===== src/rtl/fetch_stage_pkg.sv =====
// fetch_stage_pkg: constants and types shared by the fetch stage and
// the D-stage control decoder.
//   PC_RESET / IM_BASE / IM_WORDS : reset PC and instruction-memory window
//   NOP                           : word substituted for unfetchable PCs
//   redir_sel_e                   : next-PC source select {SEQ, BR, J, JR}
//   pc_fetchable()                : PC is inside the window and word aligned
package fetch_stage_pkg;

  localparam logic [31:0] PC_RESET = 32'h0000_3000;
  localparam logic [31:0] IM_BASE  = 32'h0000_3000;
  localparam int unsigned IM_WORDS = 4096;
  localparam logic [31:0] IM_END   = IM_BASE + 32'(4 * IM_WORDS);
  localparam logic [31:0] NOP      = 32'h0000_0000;

  typedef enum logic [1:0] {
    SEQ = 2'd0,
    BR  = 2'd1,
    J   = 2'd2,
    JR  = 2'd3
  } redir_sel_e;

  function automatic logic pc_fetchable(input logic [31:0] pc);
    return (pc >= IM_BASE) && (pc < IM_END) && (pc[1:0] == 2'b00);
  endfunction

endpackage


===== src/rtl/fetch_stage_if.sv =====
// fetch_stage_if: bundle of hazard/redirect inputs, instruction-memory
// port and F/D outputs of the fetch stage.
//   master : environment side (hazard unit, D stage, instruction memory)
//   slave  : fetch_stage side
interface fetch_stage_if;

  logic        stall;
  logic        br_taken;
  logic [31:0] br_offset32;
  logic        j_en;
  logic [25:0] j_index;
  logic        jr_en;
  logic [31:0] jr_target;
  logic [11:0] imem_addr;
  logic [31:0] imem_rdata;
  logic [31:0] F_pc;
  logic [31:0] D_instr;
  logic [31:0] D_pc;
  logic        D_valid;

  modport master (
    output stall, br_taken, br_offset32, j_en, j_index, jr_en, jr_target,
    output imem_rdata,
    input  imem_addr, F_pc, D_instr, D_pc, D_valid
  );

  modport slave (
    input  stall, br_taken, br_offset32, j_en, j_index, jr_en, jr_target,
    input  imem_rdata,
    output imem_addr, F_pc, D_instr, D_pc, D_valid
  );

endinterface


===== src/rtl/fetch_stage_fd_reg.sv =====
// fetch_stage_fd_reg: F/D pipeline register.
//   clk, reset : rising-edge clock, async active-high reset
//   i_stall    : hold all contents
//   i_flush    : load a bubble (NOP, valid=0) instead of i_instr; pc still loads
//   i_instr    : fetched word
//   i_pc       : PC of the fetched word
//   o_instr / o_pc / o_valid : D-stage instruction, PC and valid flag
module fetch_stage_fd_reg (
  input  logic        clk,
  input  logic        reset,
  input  logic        i_stall,
  input  logic        i_flush,
  input  logic [31:0] i_instr,
  input  logic [31:0] i_pc,
  output logic [31:0] o_instr,
  output logic [31:0] o_pc,
  output logic        o_valid
);
  import fetch_stage_pkg::*;

  logic [31:0] r_instr;
  logic [31:0] r_pc;
  logic        r_valid;

  always_ff @(posedge clk or posedge reset) begin
    if (reset) begin
      r_instr <= NOP;
      r_pc    <= 32'h0;
      r_valid <= 1'b0;
    end else if (!i_stall) begin
      r_instr <= i_flush ? NOP : i_instr;
      r_pc    <= i_pc;
      r_valid <= !i_flush;
    end
  end

  assign o_instr = r_instr;
  assign o_pc    = r_pc;
  assign o_valid = r_valid;

endmodule


===== src/rtl/fetch_stage.sv =====
// fetch_stage: F stage (PC register, next-PC mux, instruction-memory
// address) plus the F/D register of the five-stage MIPS pipeline.
//   clk, reset : rising-edge clock, async active-high reset
//   bus        : fetch_stage_if.slave (stall, redirects, imem port, F_pc, D_*)
// Build option: NO_DELAY_SLOT_EN -- when defined, an accepted redirect turns
// the delay-slot word into a bubble in D; otherwise the delay slot executes.
module fetch_stage
  import fetch_stage_pkg::*;
(
  input logic          clk,
  input logic          reset,
  fetch_stage_if.slave bus
);

  logic [31:0] r_pc;
  logic [31:0] w_next_pc;
  logic [31:0] w_fetch_word;
  logic [31:0] w_im_off;
  logic [31:0] w_dpc4;
  logic [31:0] w_br_target;
  logic        w_flush;
  logic        w_unused;
  redir_sel_e  w_sel;

  // Redirects come from D and only mean something when D holds a real instr.
  always_comb begin
    w_sel = SEQ;
    if (bus.D_valid) begin
      if (bus.jr_en)         w_sel = JR;
      else if (bus.j_en)     w_sel = J;
      else if (bus.br_taken) w_sel = BR;
    end
  end

  assign w_dpc4      = bus.D_pc + 32'd4;
  assign w_br_target = w_dpc4 + {bus.br_offset32[29:0], 2'b00};

  always_comb begin
    w_next_pc = r_pc + 32'd4;
    case (w_sel)
      JR:      w_next_pc = bus.jr_target;
      J:       w_next_pc = {w_dpc4[31:28], bus.j_index, 2'b00};
      BR:      w_next_pc = w_br_target;
      default: w_next_pc = r_pc + 32'd4;
    endcase
  end

  always_ff @(posedge clk or posedge reset) begin
    if (reset)           r_pc <= PC_RESET;
    else if (!bus.stall) r_pc <= w_next_pc;
  end

  assign w_im_off      = r_pc - IM_BASE;
  assign bus.imem_addr = w_im_off[13:2];
  // Out-of-window or misaligned PCs fetch a nop; the PC keeps advancing.
  assign w_fetch_word  = pc_fetchable(r_pc) ? bus.imem_rdata : NOP;
  assign bus.F_pc      = r_pc;

`ifdef NO_DELAY_SLOT_EN
  assign w_flush = !bus.stall && (w_sel != SEQ);
`else
  assign w_flush = 1'b0;
`endif

  assign w_unused = &{1'b0, w_im_off[31:14], w_im_off[1:0], bus.br_offset32[31:30]};

  fetch_stage_fd_reg u_fd_reg (
    .clk     (clk),
    .reset   (reset),
    .i_stall (bus.stall),
    .i_flush (w_flush),
    .i_instr (w_fetch_word),
    .i_pc    (r_pc),
    .o_instr (bus.D_instr),
    .o_pc    (bus.D_pc),
    .o_valid (bus.D_valid)
  );

endmodule


===== src/flat_wrapper.sv =====
// flat-port wrapper written by rule: the top's interface ports become plain ports
module fetch_stage_flat import fetch_stage_pkg::*;
  (clk, reset, bus_stall, bus_br_taken, bus_br_offset32, bus_j_en, bus_j_index, bus_jr_en, bus_jr_target, bus_imem_rdata, bus_imem_addr, bus_F_pc, bus_D_instr, bus_D_pc, bus_D_valid);
  fetch_stage_if bus_i ();
  input logic clk;
  input logic reset;
  input wire logic [$bits(bus_i.stall)-1:0] bus_stall;
  input wire logic [$bits(bus_i.br_taken)-1:0] bus_br_taken;
  input wire logic [$bits(bus_i.br_offset32)-1:0] bus_br_offset32;
  input wire logic [$bits(bus_i.j_en)-1:0] bus_j_en;
  input wire logic [$bits(bus_i.j_index)-1:0] bus_j_index;
  input wire logic [$bits(bus_i.jr_en)-1:0] bus_jr_en;
  input wire logic [$bits(bus_i.jr_target)-1:0] bus_jr_target;
  input wire logic [$bits(bus_i.imem_rdata)-1:0] bus_imem_rdata;
  output wire logic [$bits(bus_i.imem_addr)-1:0] bus_imem_addr;
  output wire logic [$bits(bus_i.F_pc)-1:0] bus_F_pc;
  output wire logic [$bits(bus_i.D_instr)-1:0] bus_D_instr;
  output wire logic [$bits(bus_i.D_pc)-1:0] bus_D_pc;
  output wire logic [$bits(bus_i.D_valid)-1:0] bus_D_valid;
  assign bus_i.stall = bus_stall;
  assign bus_i.br_taken = bus_br_taken;
  assign bus_i.br_offset32 = bus_br_offset32;
  assign bus_i.j_en = bus_j_en;
  assign bus_i.j_index = bus_j_index;
  assign bus_i.jr_en = bus_jr_en;
  assign bus_i.jr_target = bus_jr_target;
  assign bus_i.imem_rdata = bus_imem_rdata;
  assign bus_imem_addr = bus_i.imem_addr;
  assign bus_F_pc = bus_i.F_pc;
  assign bus_D_instr = bus_i.D_instr;
  assign bus_D_pc = bus_i.D_pc;
  assign bus_D_valid = bus_i.D_valid;
  fetch_stage u_core (.clk(clk), .reset(reset), .bus(bus_i));
endmodule

===== config.mk =====
export PLATFORM = sky130hd
export DESIGN_NAME = fetch_stage_flat
export DESIGN_NICKNAME = d
export VERILOG_FILES = /design/src/rtl/fetch_stage_pkg.sv /design/src/rtl/fetch_stage_if.sv /design/src/rtl/fetch_stage_fd_reg.sv /design/src/rtl/fetch_stage.sv /design/src/flat_wrapper.sv
export SDC_FILE = /design/constraint.sdc
export NUM_CORES = 1
export LEC_CHECK = 0
export BUFFER_PORTS_ARGS = -buffer_cell sky130_fd_sc_hd__buf_2
export CORE_MARGIN = 2
export CORE_UTILIZATION = 56
export CTS_BUF_LIST = sky130_fd_sc_hd__clkbuf_16
export DETAILED_ROUTE_END_ITERATION = 10
export PLACE_DENSITY = 0.87
export SLEW_MARGIN = 15
export SYNTH_ARGS = -nofsm -noshare
export SYNTH_HDL_FRONTEND = slang
export SYNTH_HIERARCHICAL = 1
export SYNTH_SLANG_ARGS = --single-unit

===== constraint.sdc =====
create_clock -name clk -period 10.6 [get_ports clk]
set_input_delay 1.06 -clock clk [delete_from_list [all_inputs] [get_ports clk]]
set_output_delay 1.06 -clock clk [all_outputs]
set_load 0.02 [all_outputs]

==> summary.txt <==
Run status
  – Status: finished, final reports clean

STA
  – Crit path time final: 4.41 ns
  – Final Hold Viols: 0
  – RSZ-0062 raised after global routing: no
  – Slew Limit Fails: 0
  – Worst Skew: 0.00953 ns
  – Slew margin rel.: 25.8%
  – Worst Tran Pin Value: 1.11 ns
  – Fin crit share: 41.6%
  – Fmax: 227 MHz
  – Setup TNS: 0 ns
  – Setup violations, final: 0
  – Final setup margin: 6.19 ns

CTS
  – Clock Pin Slew Worst Setup and Hold Paths: 0.07 ns
  – Hold buffers post-CTS: 0
  – CTS Root Cell: clkbuf_16
  – Cts bufs inserted: 9
  – Clock Tree Buf Depth: 2
  – Worst-skew pair later-pin latency: 0.35 ns
  – Post-CTS Resized: 0
  – H-tree Lvls: 3
  – Postcts setup bufs: 0
  – CTS sink count: 97
  – CTS tree: yes

Hold path
  – HP Start: u_core/u_fd_reg/o_instr[31]
  – Hold crit path type: reg2reg
  – Min-Delay Endpoint: u_core/u_fd_reg/o_instr[31]
  – Hold Crit Depth: 1

Detailed routing
  – Drt total wl: 22100 um
  – Final ANT Viol Nets: 0
  – DR vias/cell: 6.18
  – Wirelength per Cell: 18.9 um
  – DRT Pass-1 Iters: 6
  – Total number of vias: 7218
  – Drt initial violations: 581
  – Drt drc: 0

Setup path
  – R2R Path Start: u_core/u_fd_reg/o_pc[2]
  – CP required: 10.86 ns
  – Reg-to-reg critical path endpoint: u_core/bus.F_pc[28]
  – Reg2Reg Depth: 14
  – Crit end category: flop
  – Crit Path Max Fanout: 10
  – CP Data Arrival Time: 4.67 ns
  – CP max stage cell: nor3_2
  – WS Path Type: reg2reg
  – Type of origin of the critical path: flop
  – Slowest cell delay on critical path: 0.74 ns
  – CP cell instances: ha_1 -> nand2_1 -> nor3_2 -> nand2_1 -> nor2_1 -> xnor2_1 -> ha_1 -> a21oi_1 -> nor2b_1 -> or4_1 -> a31o_2 -> o21ai_0 -> a31oi_1 -> a211oi_1
  – Flop-to-flop setup slack: 6.19 ns

Logic synthesis
  – Synth Area per Inst: 9.21 um2
  – Cell Area, Synth: 7200 um2
  – Asr flop ratio synth: 100%
  – Post-synth EDFFs: 0
  – Sequential share of the synthesized area: 33.7%
  – Yosys reg bits: 97
  – Distinct cell type count after synthesis: 75
  – YS warnings: 6
  – Cells after synthesis: 782
  – Ys flop type: dfrtp_1

Pwr
  – P per Cell Area: 184 nW/um2
  – Leakage: 4.12 nW
  – VDD IR max: 0.000131 V
  – Power Total: 1.59 mW

Global routing
  – GR Overflow Total: 0
  – First-pass GRT wire length: 35100 um
  – Initial antenna violation count: 0
  – Number of global-route vias before repair: 6765
  – Largest net degree at the start of global routing: 66
  – Overall global routing resource usage: 31.7%

Die
  – Die Height: 117 um
  – Area of the die: 13800 um2
  – Core Area: 12600 um2
  – I/O pins: 237
  – Initial Util: 57.3%
  – Std cell rows: 41
  – DIE WIDTH: 117 um

Layout
  – Layout cells sized above 1: 31.8%
  – Layout Utilization: 69.0%
  – Diodes inserted: 0
  – Area delta synth->final: 20.4%
  – Most common cell after layout, fill and taps aside: buf_2
  – Nets: 1159
  – Commonest cells after routing, fill and taps aside: buf_2 (233), dfrtp_1 (95), a21oi_1 (57)

Placed design
  – Post-DP HPWL: 16500 um
  – Worst slack, placed: 6.27 ns
  – Gpl congestion: 0.967
  – PortBufs: 234

Job
  – Max-Cap Viols: 0
## worst max path at each step
stage                            startpoint                   to  depth (start not counted)
global route        u_core/u_fd_reg/o_pc[2]  u_core/bus.F_pc[28]                         14
finish              u_core/u_fd_reg/o_pc[2]  u_core/bus.F_pc[28]                         14
global placement    u_core/u_fd_reg/o_pc[2]  u_core/bus.F_pc[28]                         14
detailed placement  u_core/u_fd_reg/o_pc[2]  u_core/bus.F_pc[28]                         14
floorplan           u_core/u_fd_reg/o_pc[6]  u_core/bus.F_pc[28]                         13
CTS                 u_core/u_fd_reg/o_pc[2]  u_core/bus.F_pc[28]                         14
## power breakdown
part | switching, mW | total, mW | leakage, nW | internal [mW]
registers | 0.112 | 0.545 | 1.21 | 0.434
logic | 0.426 | 0.725 | 2.77 | 0.299
clock network | 0.159 | 0.323 | 0.141 | 0.164
total | 0.696 | 1.59 | 4.12 | 0.897
## critical path: cells and delay by family, from the launching register on
family	cells	cell delay (ns)
AND/OR/NAND/NOR	6	1.77
AO/OA/AOI/OAI	5	1.23
adder cells (fa/ha/maj)	2	0.60
flip-flops	1	0.48
XOR/XNOR	1	0.21
## per-stage QoR
stage               instances  hold slack (ns)  instance area (um2)
floorplan                 783            0.550                 7210
global placement         1152            0.472                 8380
detailed placement       1152            0.477                 8380
CTS                      1168            0.508                 8670
global route             1168            0.521                 8680
finish                   1168            0.505                 8680
## cells in the mapped netlist, types with 3 or more instances
| cell type | instances | area [um2] |
|---|---|---|
| a211oi_1 | 4 | 30.0 |
| a21o_1 | 14 | 105 |
| a21oi_1 | 57 | 285 |
| a221o_1 | 6 | 60.1 |
| a221oi_1 | 11 | 96.3 |
| a222oi_1 | 4 | 40.0 |
| a22o_1 | 33 | 289 |
| a22oi_1 | 6 | 45.0 |
| a2bb2oi_1 | 6 | 52.6 |
| a31oi_1 | 19 | 119 |
| and2_1 | 41 | 257 |
| and3_1 | 8 | 50.1 |
| and3_2 | 4 | 30.0 |
| and4_1 | 4 | 35.0 |
| buf_2 | 6 | 30.0 |
| buf_4 | 13 | 97.6 |
| clkbuf_1 | 17 | 63.8 |
| clkbuf_8 | 4 | 55.1 |
| dfrtp_1 | 95 | 2380 |
| ha_1 | 39 | 488 |
| inv_1 | 27 | 101 |
| mux2_2 | 26 | 293 |
| mux2_4 | 7 | 105 |
| nand2_1 | 40 | 150 |
| nand2b_1 | 6 | 37.5 |
| nand3_1 | 30 | 150 |
| nand3b_1 | 3 | 22.5 |
| nand4_1 | 21 | 131 |
| nor2_1 | 39 | 146 |
| nor2b_1 | 3 | 18.8 |
| nor3_1 | 13 | 65.1 |
| nor4_1 | 8 | 50.1 |
| o211ai_1 | 4 | 30.0 |
| o21a_1 | 5 | 37.5 |
| o21ai_0 | 34 | 170 |
| o221ai_1 | 4 | 35.0 |
| o22ai_1 | 5 | 31.3 |
| o31ai_1 | 5 | 37.5 |
| or2_2 | 5 | 31.3 |
| or3_1 | 6 | 37.5 |
| or4b_2 | 3 | 30.0 |
| xnor2_1 | 33 | 289 |
| xor2_1 | 22 | 193 |
## state kept, by name, summed over array words and instances (netlist names)
name	count
u_core/u_fd_reg/o_valid	1
u_core/u_fd_reg/o_pc	32
u_core/u_fd_reg/o_instr	32
u_core/bus.F_pc	32
## logic make-up (layout without fill, tap and decap cells)
| kind of cell | count (synthesis) | after routing | synth area share (%) |
|---|---|---|---|
| muxes | 34 | 34 | 5.66 |
| other | 1 | 2 | 0.0521 |
| buffers and inverters | 72 | 285 | 5.37 |
| xor gates and xnor gates | 55 | 55 | 6.69 |
| adders and majority gates | 40 | 40 | 7.05 |
| DFF | 97 | 97 | 33.7 |
| AOI/OAI and AO/OA | 238 | 238 | 22.8 |
| and+or+nand+nor | 245 | 245 | 18.6 |
## routing by layer
layer  wire length (um)  track usage, %  up-vias  share of wire, %
met2              10700            54.0      403                48
li1                   -               -     3343                 -
met1               8840            40.6     3423                40
met4                626            11.6        0               2.8
met5                  0               0        -                 0
met3               1940            5.11       49               8.8
## final cells by class
class | count | area, um2
repair buffers | 242 | 1230
clock buffers | 9 | 225
well taps | 172 | 215
inverters | 27 | 101
clock inverters | 7 | 61.3
flip-flops and latches | 97 | 2430
multi-input cells | 614 | 4410
fillers | 1040 | 3890
(Power assumes the default switching activity.)
